`config.mk`:
```
export PLATFORM = sky130hd
export DESIGN_NAME = alu_arbiter
export DESIGN_NICKNAME = d
export VERILOG_FILES = /design/src/rtl/alu_arbiter_pkg.sv /design/src/rtl/alu_arbiter_rr_arbiter.sv /design/src/rtl/alu_arbiter.sv
export SDC_FILE = /design/constraint.sdc
export NUM_CORES = 1
export LEC_CHECK = 0
export CORE_MARGIN = 2
export CORE_UTILIZATION = 40
export CTS_CLUSTER_DIAMETER = 150
export CTS_CLUSTER_SIZE = 24
export DETAILED_ROUTE_END_ITERATION = 16
export HOLD_SLACK_MARGIN = 0.05
export PLACE_DENSITY = 0.72
export SLEW_MARGIN = 20
export SYNTH_ARGS = -nofsm -noshare
export SYNTH_HDL_FRONTEND = slang
export SYNTH_SLANG_ARGS = --single-unit
export TNS_END_PERCENT = 1
```
`constraint.sdc`:
```
create_clock -name clk -period 14.2 [get_ports clk]
set_clock_uncertainty 0.1 [all_clocks]
set_input_delay 2.84 -clock clk [delete_from_list [all_inputs] [get_ports clk]]
set_output_delay 2.84 -clock clk [all_outputs]
set_load 0.005 [all_outputs]
```
`src/rtl/alu_arbiter_pkg.sv`:
```
`default_nettype none
// ============================================================================
//  Module      : alu_arbiter_pkg
//  Description : Shared constants for the shared-ALU arbiter: ALU command
//                codes and the arbiter FSM state encodings.
//  Revision    : 1.0  initial release
// ============================================================================
package alu_arbiter_pkg;

    // ALU command codes carried on req_cmd
    localparam logic [2:0] c_CMD_ADD  = 3'd0;
    localparam logic [2:0] c_CMD_SUB  = 3'd1;
    localparam logic [2:0] c_CMD_XOR  = 3'd2;
    localparam logic [2:0] c_CMD_SLT  = 3'd3;
    localparam logic [2:0] c_CMD_AND  = 3'd4;
    localparam logic [2:0] c_CMD_NAND = 3'd5;
    localparam logic [2:0] c_CMD_NOR  = 3'd6;
    localparam logic [2:0] c_CMD_OR   = 3'd7;

    // Arbiter FSM state encodings
    localparam logic [1:0] c_ST_IDLE = 2'd0;
    localparam logic [1:0] c_ST_EXEC = 2'd1;
    localparam logic [1:0] c_ST_RESP = 2'd2;

endpackage : alu_arbiter_pkg
`default_nettype wire

```
`src/rtl/alu_arbiter_rr_arbiter.sv`:
```
`default_nettype none
// ============================================================================
//  Module      : rr_arbiter
//  Description : Combinational round-robin picker. Scans requests starting at
//                i_ptr and wrapping modulo NUM_REQ; returns the first set
//                request as a one-hot grant plus its index.
//  Revision    : 1.0  initial release
// ============================================================================
module rr_arbiter #(
    parameter  int NUM_REQ = 2,
    localparam int IDW     = $clog2(NUM_REQ)
) (
    input  logic [NUM_REQ-1:0] i_req,
    input  logic [IDW-1:0]     i_ptr,
    output logic [NUM_REQ-1:0] o_grant,
    output logic [IDW-1:0]     o_grant_idx,
    output logic               o_any
);

    localparam logic [IDW:0] c_NUM_REQ_W = (IDW+1)'(NUM_REQ);

    // Candidate index for each scan position: (i_ptr + k) mod NUM_REQ
    logic [IDW-1:0] w_cand [NUM_REQ];

    for (genvar k = 0; k < NUM_REQ; k++) begin : g_cand
        logic [IDW:0] w_sum;
        logic [IDW:0] w_wrap;
        assign w_sum     = {1'b0, i_ptr} + (IDW+1)'(k);
        assign w_wrap    = (w_sum >= c_NUM_REQ_W) ? (w_sum - c_NUM_REQ_W) : w_sum;
        assign w_cand[k] = w_wrap[IDW-1:0];
    end

    // First requester found in scan order wins
    always_comb begin
        o_grant     = '0;
        o_grant_idx = '0;
        o_any       = 1'b0;
        for (int k = 0; k < NUM_REQ; k++) begin
            if (!o_any && i_req[w_cand[k]]) begin
                o_any              = 1'b1;
                o_grant[w_cand[k]] = 1'b1;
                o_grant_idx        = w_cand[k];
            end
        end
    end

endmodule : rr_arbiter
`default_nettype wire

```
`src/rtl/alu_arbiter.sv`:
```
`default_nettype none
// ============================================================================
//  Module      : alu_arbiter
//  Description : Shares one 32-bit 8-op ALU between NUM_REQ requesters.
//                Round-robin grant, operand/command latch, one op in flight,
//                response register held until accepted.
//  Revision    : 1.0  initial release
// ============================================================================
module alu_arbiter
    import alu_arbiter_pkg::*;
#(
    parameter  int NUM_REQ = 2,
    localparam int IDW     = $clog2(NUM_REQ)
) (
    input  logic                  clk,
    input  logic                  reset,
    input  logic [NUM_REQ-1:0]    req_valid,
    output logic [NUM_REQ-1:0]    req_ready,
    input  logic [NUM_REQ*32-1:0] req_a,
    input  logic [NUM_REQ*32-1:0] req_b,
    input  logic [NUM_REQ*3-1:0]  req_cmd,
    output logic                  resp_valid,
    input  logic                  resp_ready,
    output logic [IDW-1:0]        resp_id,
    output logic [31:0]           resp_result,
    output logic                  resp_carryout,
    output logic                  resp_zero,
    output logic                  resp_overflow
);

    localparam logic [IDW-1:0] c_LAST_ID = IDW'(NUM_REQ - 1);

    logic [1:0]         r_state;
    logic [1:0]         w_state_nxt;
    logic [IDW-1:0]     r_rr_ptr;
    logic [IDW-1:0]     w_rr_ptr_nxt;

    logic [NUM_REQ-1:0] w_grant;
    logic [IDW-1:0]     w_grant_idx;
    logic               w_grant_any;
    logic               w_accept;
    logic               w_release;

    logic [31:0]        w_a_arr   [NUM_REQ];
    logic [31:0]        w_b_arr   [NUM_REQ];
    logic [2:0]         w_cmd_arr [NUM_REQ];

    logic [31:0]        r_op_a;
    logic [31:0]        r_op_b;
    logic [2:0]         r_op_cmd;
    logic [IDW-1:0]     r_op_id;

    logic               w_is_sub;
    logic [31:0]        w_b_eff;
    logic [32:0]        w_sum;
    logic               w_add_ovf;
    logic [31:0]        w_alu_result;
    logic               w_alu_carry;
    logic               w_alu_ovf;

    logic               r_resp_valid;
    logic [IDW-1:0]     r_resp_id;
    logic [31:0]        r_resp_result;
    logic               r_resp_carry;
    logic               r_resp_zero;
    logic               r_resp_ovf;

    // Unpack per-requester operand buses for indexed selection
    for (genvar i = 0; i < NUM_REQ; i++) begin : g_unpack
        assign w_a_arr[i]   = req_a[32*i +: 32];
        assign w_b_arr[i]   = req_b[32*i +: 32];
        assign w_cmd_arr[i] = req_cmd[3*i +: 3];
    end

    rr_arbiter #(
        .NUM_REQ (NUM_REQ)
    ) u_rr_arbiter (
        .i_req       (req_valid),
        .i_ptr       (r_rr_ptr),
        .o_grant     (w_grant),
        .o_grant_idx (w_grant_idx),
        .o_any       (w_grant_any)
    );

    // Next-state logic: accept only in IDLE, release on response handshake
    always_comb begin
        w_state_nxt = r_state;
        w_accept    = 1'b0;
        w_release   = 1'b0;
        case (r_state)
            c_ST_IDLE: begin
                if (w_grant_any) begin
                    w_accept    = 1'b1;
                    w_state_nxt = c_ST_EXEC;
                end
            end
            c_ST_EXEC: begin
                w_state_nxt = c_ST_RESP;
            end
            c_ST_RESP: begin
                if (resp_ready) begin
                    w_release   = 1'b1;
                    w_state_nxt = c_ST_IDLE;
                end
            end
            default: begin
                w_state_nxt = c_ST_IDLE;
            end
        endcase
    end

    // Ready pulses only for the granted requester while idle and out of reset
    assign req_ready    = (w_accept && !reset) ? w_grant : '0;
    assign w_rr_ptr_nxt = (w_grant_idx == c_LAST_ID) ? '0 : (w_grant_idx + IDW'(1));

    // FSM state and round-robin pointer
    always_ff @(posedge clk) begin
        if (reset) begin
            r_state  <= c_ST_IDLE;
            r_rr_ptr <= '0;
        end else begin
            r_state <= w_state_nxt;
            if (w_accept) begin
                r_rr_ptr <= w_rr_ptr_nxt;
            end
        end
    end

    // Operand/command latch captured on the accept handshake
    always_ff @(posedge clk) begin
        if (reset) begin
            r_op_a   <= '0;
            r_op_b   <= '0;
            r_op_cmd <= c_CMD_ADD;
            r_op_id  <= '0;
        end else if (w_accept) begin
            r_op_a   <= w_a_arr[w_grant_idx];
            r_op_b   <= w_b_arr[w_grant_idx];
            r_op_cmd <= w_cmd_arr[w_grant_idx];
            r_op_id  <= w_grant_idx;
        end
    end

    // ALU: SUB and SLT share the adder with inverted B and carry-in of 1.
    // Carryout/overflow come from the adder for ADD/SUB/SLT, zero for logic ops.
    always_comb begin
        w_is_sub  = (r_op_cmd == c_CMD_SUB) || (r_op_cmd == c_CMD_SLT);
        w_b_eff   = w_is_sub ? ~r_op_b : r_op_b;
        w_sum     = {1'b0, r_op_a} + {1'b0, w_b_eff} + {32'd0, w_is_sub};
        w_add_ovf = (r_op_a[31] == w_b_eff[31]) && (w_sum[31] != r_op_a[31]);
        w_alu_result = '0;
        w_alu_carry  = 1'b0;
        w_alu_ovf    = 1'b0;
        case (r_op_cmd)
            c_CMD_ADD, c_CMD_SUB: begin
                w_alu_result = w_sum[31:0];
                w_alu_carry  = w_sum[32];
                w_alu_ovf    = w_add_ovf;
            end
            c_CMD_SLT: begin
                w_alu_result = {31'd0, w_sum[31] ^ w_add_ovf};
                w_alu_carry  = w_sum[32];
                w_alu_ovf    = w_add_ovf;
            end
            c_CMD_XOR:  w_alu_result = r_op_a ^ r_op_b;
            c_CMD_AND:  w_alu_result = r_op_a & r_op_b;
            c_CMD_NAND: w_alu_result = ~(r_op_a & r_op_b);
            c_CMD_NOR:  w_alu_result = ~(r_op_a | r_op_b);
            c_CMD_OR:   w_alu_result = r_op_a | r_op_b;
            default:    w_alu_result = '0;
        endcase
    end

    // Response register: loaded at the end of EXEC, held until accepted
    always_ff @(posedge clk) begin
        if (reset) begin
            r_resp_valid  <= 1'b0;
            r_resp_id     <= '0;
            r_resp_result <= '0;
            r_resp_carry  <= 1'b0;
            r_resp_zero   <= 1'b0;
            r_resp_ovf    <= 1'b0;
        end else if (r_state == c_ST_EXEC) begin
            r_resp_valid  <= 1'b1;
            r_resp_id     <= r_op_id;
            r_resp_result <= w_alu_result;
            r_resp_carry  <= w_alu_carry;
            r_resp_zero   <= ~|w_alu_result;
            r_resp_ovf    <= w_alu_ovf;
        end else if (w_release) begin
            r_resp_valid  <= 1'b0;
        end
    end

    assign resp_valid    = r_resp_valid;
    assign resp_id       = r_resp_id;
    assign resp_result   = r_resp_result;
    assign resp_carryout = r_resp_carry;
    assign resp_zero     = r_resp_zero;
    assign resp_overflow = r_resp_ovf;

endmodule : alu_arbiter
`default_nettype wire

```
==> results of run 1 <==
-- critical path: cells and delay by family --
kind	cells	cell delay (ps)
AND/OR/NAND/NOR	1	280
buffers and inverters	3	1540
-- stage by stage --
stage	setup slack, ps	hold slack (ps)	util	std cells
finish	6570	348	0.512	1450
CTS	6510	352	0.512	1450
detailed placement	6510	341	0.497	1434
global route	6340	370	0.512	1450
floorplan	7110	329	-	1053
global placement	6550	339	0.497	1434
-- metal layers --
metal  vias up  routed length, um
met5         -                  0
met4         0                465
met1      3934              12200
met2       345              10600
li1       4117                  -
met3        31               1730
-- kinds of logic after synthesis --
group	share of synthesized area
AO/OA/AOI/OAI	0.297
AND/OR/NAND/NOR	0.139
buffers and inverters	0.0732
flip-flops	0.254
adder cells (fa/ha/maj)	0.143
XOR/XNOR	0.0710
multiplexers	0.0226
-- registers in the layout, indices dropped and copies added, names as in the netlist --
name           cells
r_op_id            1
r_op_cmd           3
r_state            2
resp_overflow      1
r_rr_ptr           1
resp_carryout      1
resp_valid         1
resp_zero          1
resp_id            1
resp_result       32
r_op_b            32
r_op_a            32
-- final cells by class --
| class | count | share of cell area |
|---|---|---|
| inverters | 79 | 0.0276 |
| well taps | 275 | 0.0321 |
| clock inverters | 7 | 0.00921 |
| repair buffers | 189 | 0.173 |
| multi-input cells | 783 | 0.535 |
| flip-flops and latches | 108 | 0.202 |
| clock buffers | 9 | 0.0210 |
-- layout by cell type, fill, tap and decap left out, types with 3 or more instances in the layout --
cell             instances
inv_1                   79
xnor2_1                 58
buf_4                   13
nand3_1                  7
a21o_1                   8
o21ai_0                 43
o221ai_1                 9
o211a_1                  3
mux2i_1                 17
clkdlybuf4s50_1        176
nor3_1                   7
clkbuf_16                9
nand2b_1                13
nor2b_1                  5
o21a_1                   8
ha_1                    96
a222oi_1                70
o21bai_1                 5
o22ai_1                 14
a211oi_1                14
dfxtp_1                106
and3_1                   3
a21oi_1                 91
nor4_1                   4
and2_1                   3
or3_1                    3
a221o_1                  8
o32ai_1                  7
nand2_1                 61
a22oi_1                 14
nor2_1                 127
xor2_1                  11
o211ai_1                 7
nand4_1                  8
a221oi_1                 5
-- where the power goes --
group,switching (uW),total (uW),internal (uW)
registers,37.7,373,335
logic,275,501,225
clock network,122,278,156
-- path summary, 6_finish.rpt --
check / slack, ps / to / from
setup / recovery: 6570 / req_ready[0] / reset
hold / removal: 350 / resp_id / r_op_id
setup reg to reg: 8500 / resp_zero / r_op_cmd[0]
hold reg to reg: 350 / resp_id / r_op_id
==> impl_metrics.csv, run 1 <==
group,metric,value,unit
status,outcome,"finished clean",
flow_run,cap_violations,0,
clock_tree,clockBufferDepth,2,
placement,io_buffers,177,
synth,synth_cells,1053,
synth,yosysTopAreaCell,"dfxtp_1",
power,leakage,0.00416,uW
clock_tree,cts_tree,"done",
detailed_routing,wl_per_cell,17.2,um
floorplanning,fp.dieW,150,um
synth,synth_area_leaders,"dfxtp_1 25%, ha_1 14%, a222oi_1 8.2%",
grt,met1_usage,0.324,
placement,gp_congestion,0.945,
sta,worst_pin_slew,1040,ps
detailed_routing,via_per_inst,5.81,
floorplanning,ioPinCount,178,
floorplanning,die_area,22500,um2
grt,grt.total_usage,0.220,
clock_tree,clock_sinks,108,
critical_path,reg2reg_depth,16,
critical_path,crit_fanout,103,
grt,grt_use_met2,0.335,
grt,use_met3,0.0232,
floorplanning,core-area,21000,um2
sta,relSlewSlack,0.308,
synth,yosys_register_bits,108,
grt,antenna_found_initial,0,
clock_tree,postCtsSetupBuffers,0,
synth,yosys_warnings,0,
detailed_routing,postRouteWirelength,24900,um
critical_path,cp_slowest_stage_delay,740,ps
synth,netlist_top_cells_count,"127 x nor2_1, 108 x dfxtp_1, 96 x ha_1",
critical_path,critPathKind,"input port to output port",
synth,synthesis.nets,1289,
critical_path,path_cells,"buf_4, inv_1, and3_1, clkdlybuf4s50_1",
synth,ys.flop_type,"dfxtp_1",
sta,period_minus_slack,7630,ps
synth,synthArstFlopShare,0,
synth,synth_top_area_frac,0.254,
synth,yosysUniqueCellTypes,77,
grt,grt_max_degree,104,
sta,fmax,131,MHz
critical_path,arrival,4690,ps
detailed_routing,ant_nets,0,
synth,synth_area,8510,um2
synth,synth-edff-count,0,
sta,hold_viol,0,
grt,grt_pass1_wl,39700,um
final_layout,diodes,0,
synth,yosysMostFrequentCell,"nor2_1",
synth,synth.avg_cell_area,8.08,um2
clock_tree,htreeDepth,3,
critical_path,cp.required,11260,ps
clock_tree,hold_buffers,0,
sta,setup_tns,0,ps
detailed_routing,firstDrtPassIters,7,
clock_tree,numCtsBuffers,9,
final_layout,drive_above_1_share,0.0494,
sta,setup_viol,0,
clock_tree,root_buffer,"clkbuf_16",
detailed_routing,via_count,8427,
sta,rsz0062_at_grt,"false",
grt,grt_pass1_vias,7520,
placement,place_area,10400,um2
final_layout,nets,1406,
critical_path,cp-start-kind,"input port",
synth,synth-seq-area-share,0.254,
clock_tree,cts.clk_slew.worst_paths,80,ps
power,peakVddDrop,0.0468,mV
power,cellPowerDensity,107,nW/um2
worst_hold_path,hold_depth,2,
final_layout,ff_latch_area,2160,um2
detailed_routing,drc,0,
final_layout,fillers,2024,
final_layout,multiInputGateArea,5750,um2
detailed_routing,drtIter0Drc,841,
sta,period_share,0.537,
sta,slew_viol_final,0,
grt,top_usage_layer,"met2",
final_layout,stdcell_area,10700,um2
critical_path,cpMaxStageDelayCell,"buf_4",
power,power.total,1150,uW
worst_hold_path,hold_path.class,"register to register",
floorplanning,die_h,150,um
floorplanning,rows,53,
placement,dp_hpwl,18100,um
clock_tree,clk_latency,360,ps
critical_path,end_kind,"output port",
final_layout,syn2layout_area_growth,26.1,%
floorplanning,initial_utilization,0.406,
clock_tree,cts_resized,0,
grt,overflow,0,
Note: power is estimated with default switching activity, not from simulation.
==> run 2, diff against run 1 <==
Settings changed: PLACE_DENSITY 0.72 to 0.75.
Clock period 14.2 ns to 7 ns, I/O delays scaled along.
==> run 2 against run 1 <==
Sequential share of layout area is essentially flat. Largest cell class unchanged. Final cell count rose by 0.14%. Cell area about the same. Total power is 100% higher. Worst hold slack better by 9.1 ps.
==> impl_metrics.csv, run 2 (synthesis results as in run 1) <==
group,metric,value,unit
status,outcome,"finished clean",
placement,io_buffers,177,
critical_path,cp-startpoint,"r_op_cmd[2]",
final_layout,nets,1408,
critical_path,reg2reg_depth,16,
detailed_routing,firstDrtPassIters,7,
clock_tree,cts.clk_slew.worst_paths,80,ps
detailed_routing,via_per_inst,5.87,
sta,slew_viol_final,0,
detailed_routing,wl_per_cell,17.9,um
flow_run,cap_violations,0,
floorplanning,die_area,22500,um2
clock_tree,clk_latency,370,ps
clock_tree,cts_resized,0,
grt,grt.total_usage,0.232,
clock_tree,root_buffer,"clkbuf_16",
sta,setup_slack,1690,ps
clock_tree,numCtsBuffers,9,
floorplanning,initial_utilization,0.406,
placement,pre_cts_slack,1800,ps
critical_path,critPathKind,"register to register",
detailed_routing,drtIter0Drc,841,
sta,relSlewSlack,0.285,
grt,antenna_found_initial,0,
final_layout,multiInputGateArea,5750,um2
grt,overflow,0,
sta,fmax,188,MHz
clock_tree,clock_sinks,108,
sta,worst_pin_slew,1070,ps
critical_path,cp-start-kind,"register",
floorplanning,die_h,150,um
detailed_routing,drc,0,
grt,grt_pass1_wl,41600,um
floorplanning,ioPinCount,178,
critical_path,crit_fanout,38,
critical_path,arrival,5480,ps
critical_path,cp.required,7170,ps
critical_path,r2r_start,"r_op_cmd[2]",
detailed_routing,ant_nets,0,
placement,gp_congestion,0.941,
power,leakage,0.00417,uW
critical_path,reg2reg_to,"resp_zero",
final_layout,drive_above_1_share,0.0510,
sta,rsz0062_at_grt,"false",
clock_tree,hold_buffers,0,
sta,setup_tns,0,ps
final_layout,final_cell_mix,"176 x clkdlybuf4s50_1, 127 x nor2_1, 106 x dfxtp_1",
floorplanning,fp.dieW,150,um
placement,place_area,10400,um2
floorplanning,rows,53,
grt,grt_pass1_vias,7921,
floorplanning,core-area,21000,um2
detailed_routing,postRouteWirelength,26000,um
placement,dp_hpwl,19100,um
power,cellPowerDensity,218,nW/um2
grt,grt_max_degree,69,
clock_tree,cts_tree,"done",
final_layout,diodes,0,
sta,setup_viol,0,
critical_path,worstSetupEndpoint,"resp_zero",
final_layout,syn2layout_area_growth,26.2,%
power,peakVddDrop,0.116,mV
sta,fin_hold_ws,357,ps
final_layout,final_common_cell,"clkdlybuf4s50_1",
final_layout,stdcell_area,10700,um2
critical_path,r2r_slack,1690,ps
final_layout,fillers,2011,
sta,period_minus_slack,5310,ps
clock_tree,postCtsSetupBuffers,0,
final_layout,ff_latch_area,2160,um2
clock_tree,clockBufferDepth,2,
sta,hold_viol,0,
detailed_routing,via_count,8525,
clock_tree,htreeDepth,3,
sta,period_share,0.758,
worst_hold_path,hold_path.class,"register to register",
power,power.total,2340,uW
critical_path,end_kind,"register",
==> run 2: cell types whose count changed in the layout (fill, tap and decap cells not counted) <==
| cell | before | now |
|---|---|---|
| clkinv_2 | 1 | 0 |
| clkinvlp_4 | 1 | 0 |
| bufinv_16 | 2 | 1 |
| inv_8 | 0 | 3 |
| buf_4 | 13 | 15 |
==> run 2: how the worst min path moves through the flow <==
| stage | startpoint | slack (ps) | to | cells past startpoint |
|---|---|---|---|---|
| after floorplan | r_op_id | 330 | resp_id | 2 |
| after global placement | r_op_id | 340 | resp_id | 2 |
| after detailed placement | r_op_id | 340 | resp_id | 2 |
| after CTS | r_op_id | 360 | resp_id | 2 |
| after global routing | resp_result[16] | 370 | resp_result[16] | 2 |
| final | resp_result[22] | 360 | resp_result[22] | 2 |
==> run 2: per-stage QoR <==
stage                util  std cells
finish              0.513       1452
global route        0.513       1452
CTS                 0.513       1452
detailed placement  0.497       1436
global placement    0.497       1436
floorplan               -       1053
==> run 2: layout make-up <==
cell class,count,area share
Clock buffer,9,0.0210
Clock inverter,7,0.00839
Inverter,79,0.0276
Multi-Input combinational cell,783,0.535
Sequential cell,108,0.202
Tap cell,275,0.0320
Timing Repair Buffer,191,0.175
==> run 2: where the power goes <==
part           total (uW)  internal [uW]  switching, uW  leakage [uW]
combinational        1030            460            567       0.00313
sequential            759            680           78.6      0.000889
clock                 555            289            266      0.000156
==> run 2: worst max-delay path, cell delays in order (launching register included) <==
cell	delay (ps)
dfxtp_1	320
inv_1	40
buf_4	380
nand2_1	740
xnor2_1	530
ha_1	320
and4_1	210
a311oi_2	440
o31ai_2	200
o211a_1	280
nor3_2	290
o21ai_0	170
a21oi_1	350
mux2_2	220
a41oi_1	180
nor2b_1	240
a31o_1	180
==> run 2: layer usage <==
metal	GRT usage	wire length, um	vias to the layer above
met5	0	0	-
met4	0.0675	390	0
met2	0.368	11500	319
met3	0.0250	1720	26
met1	0.331	12400	4058
li1	-	-	4122
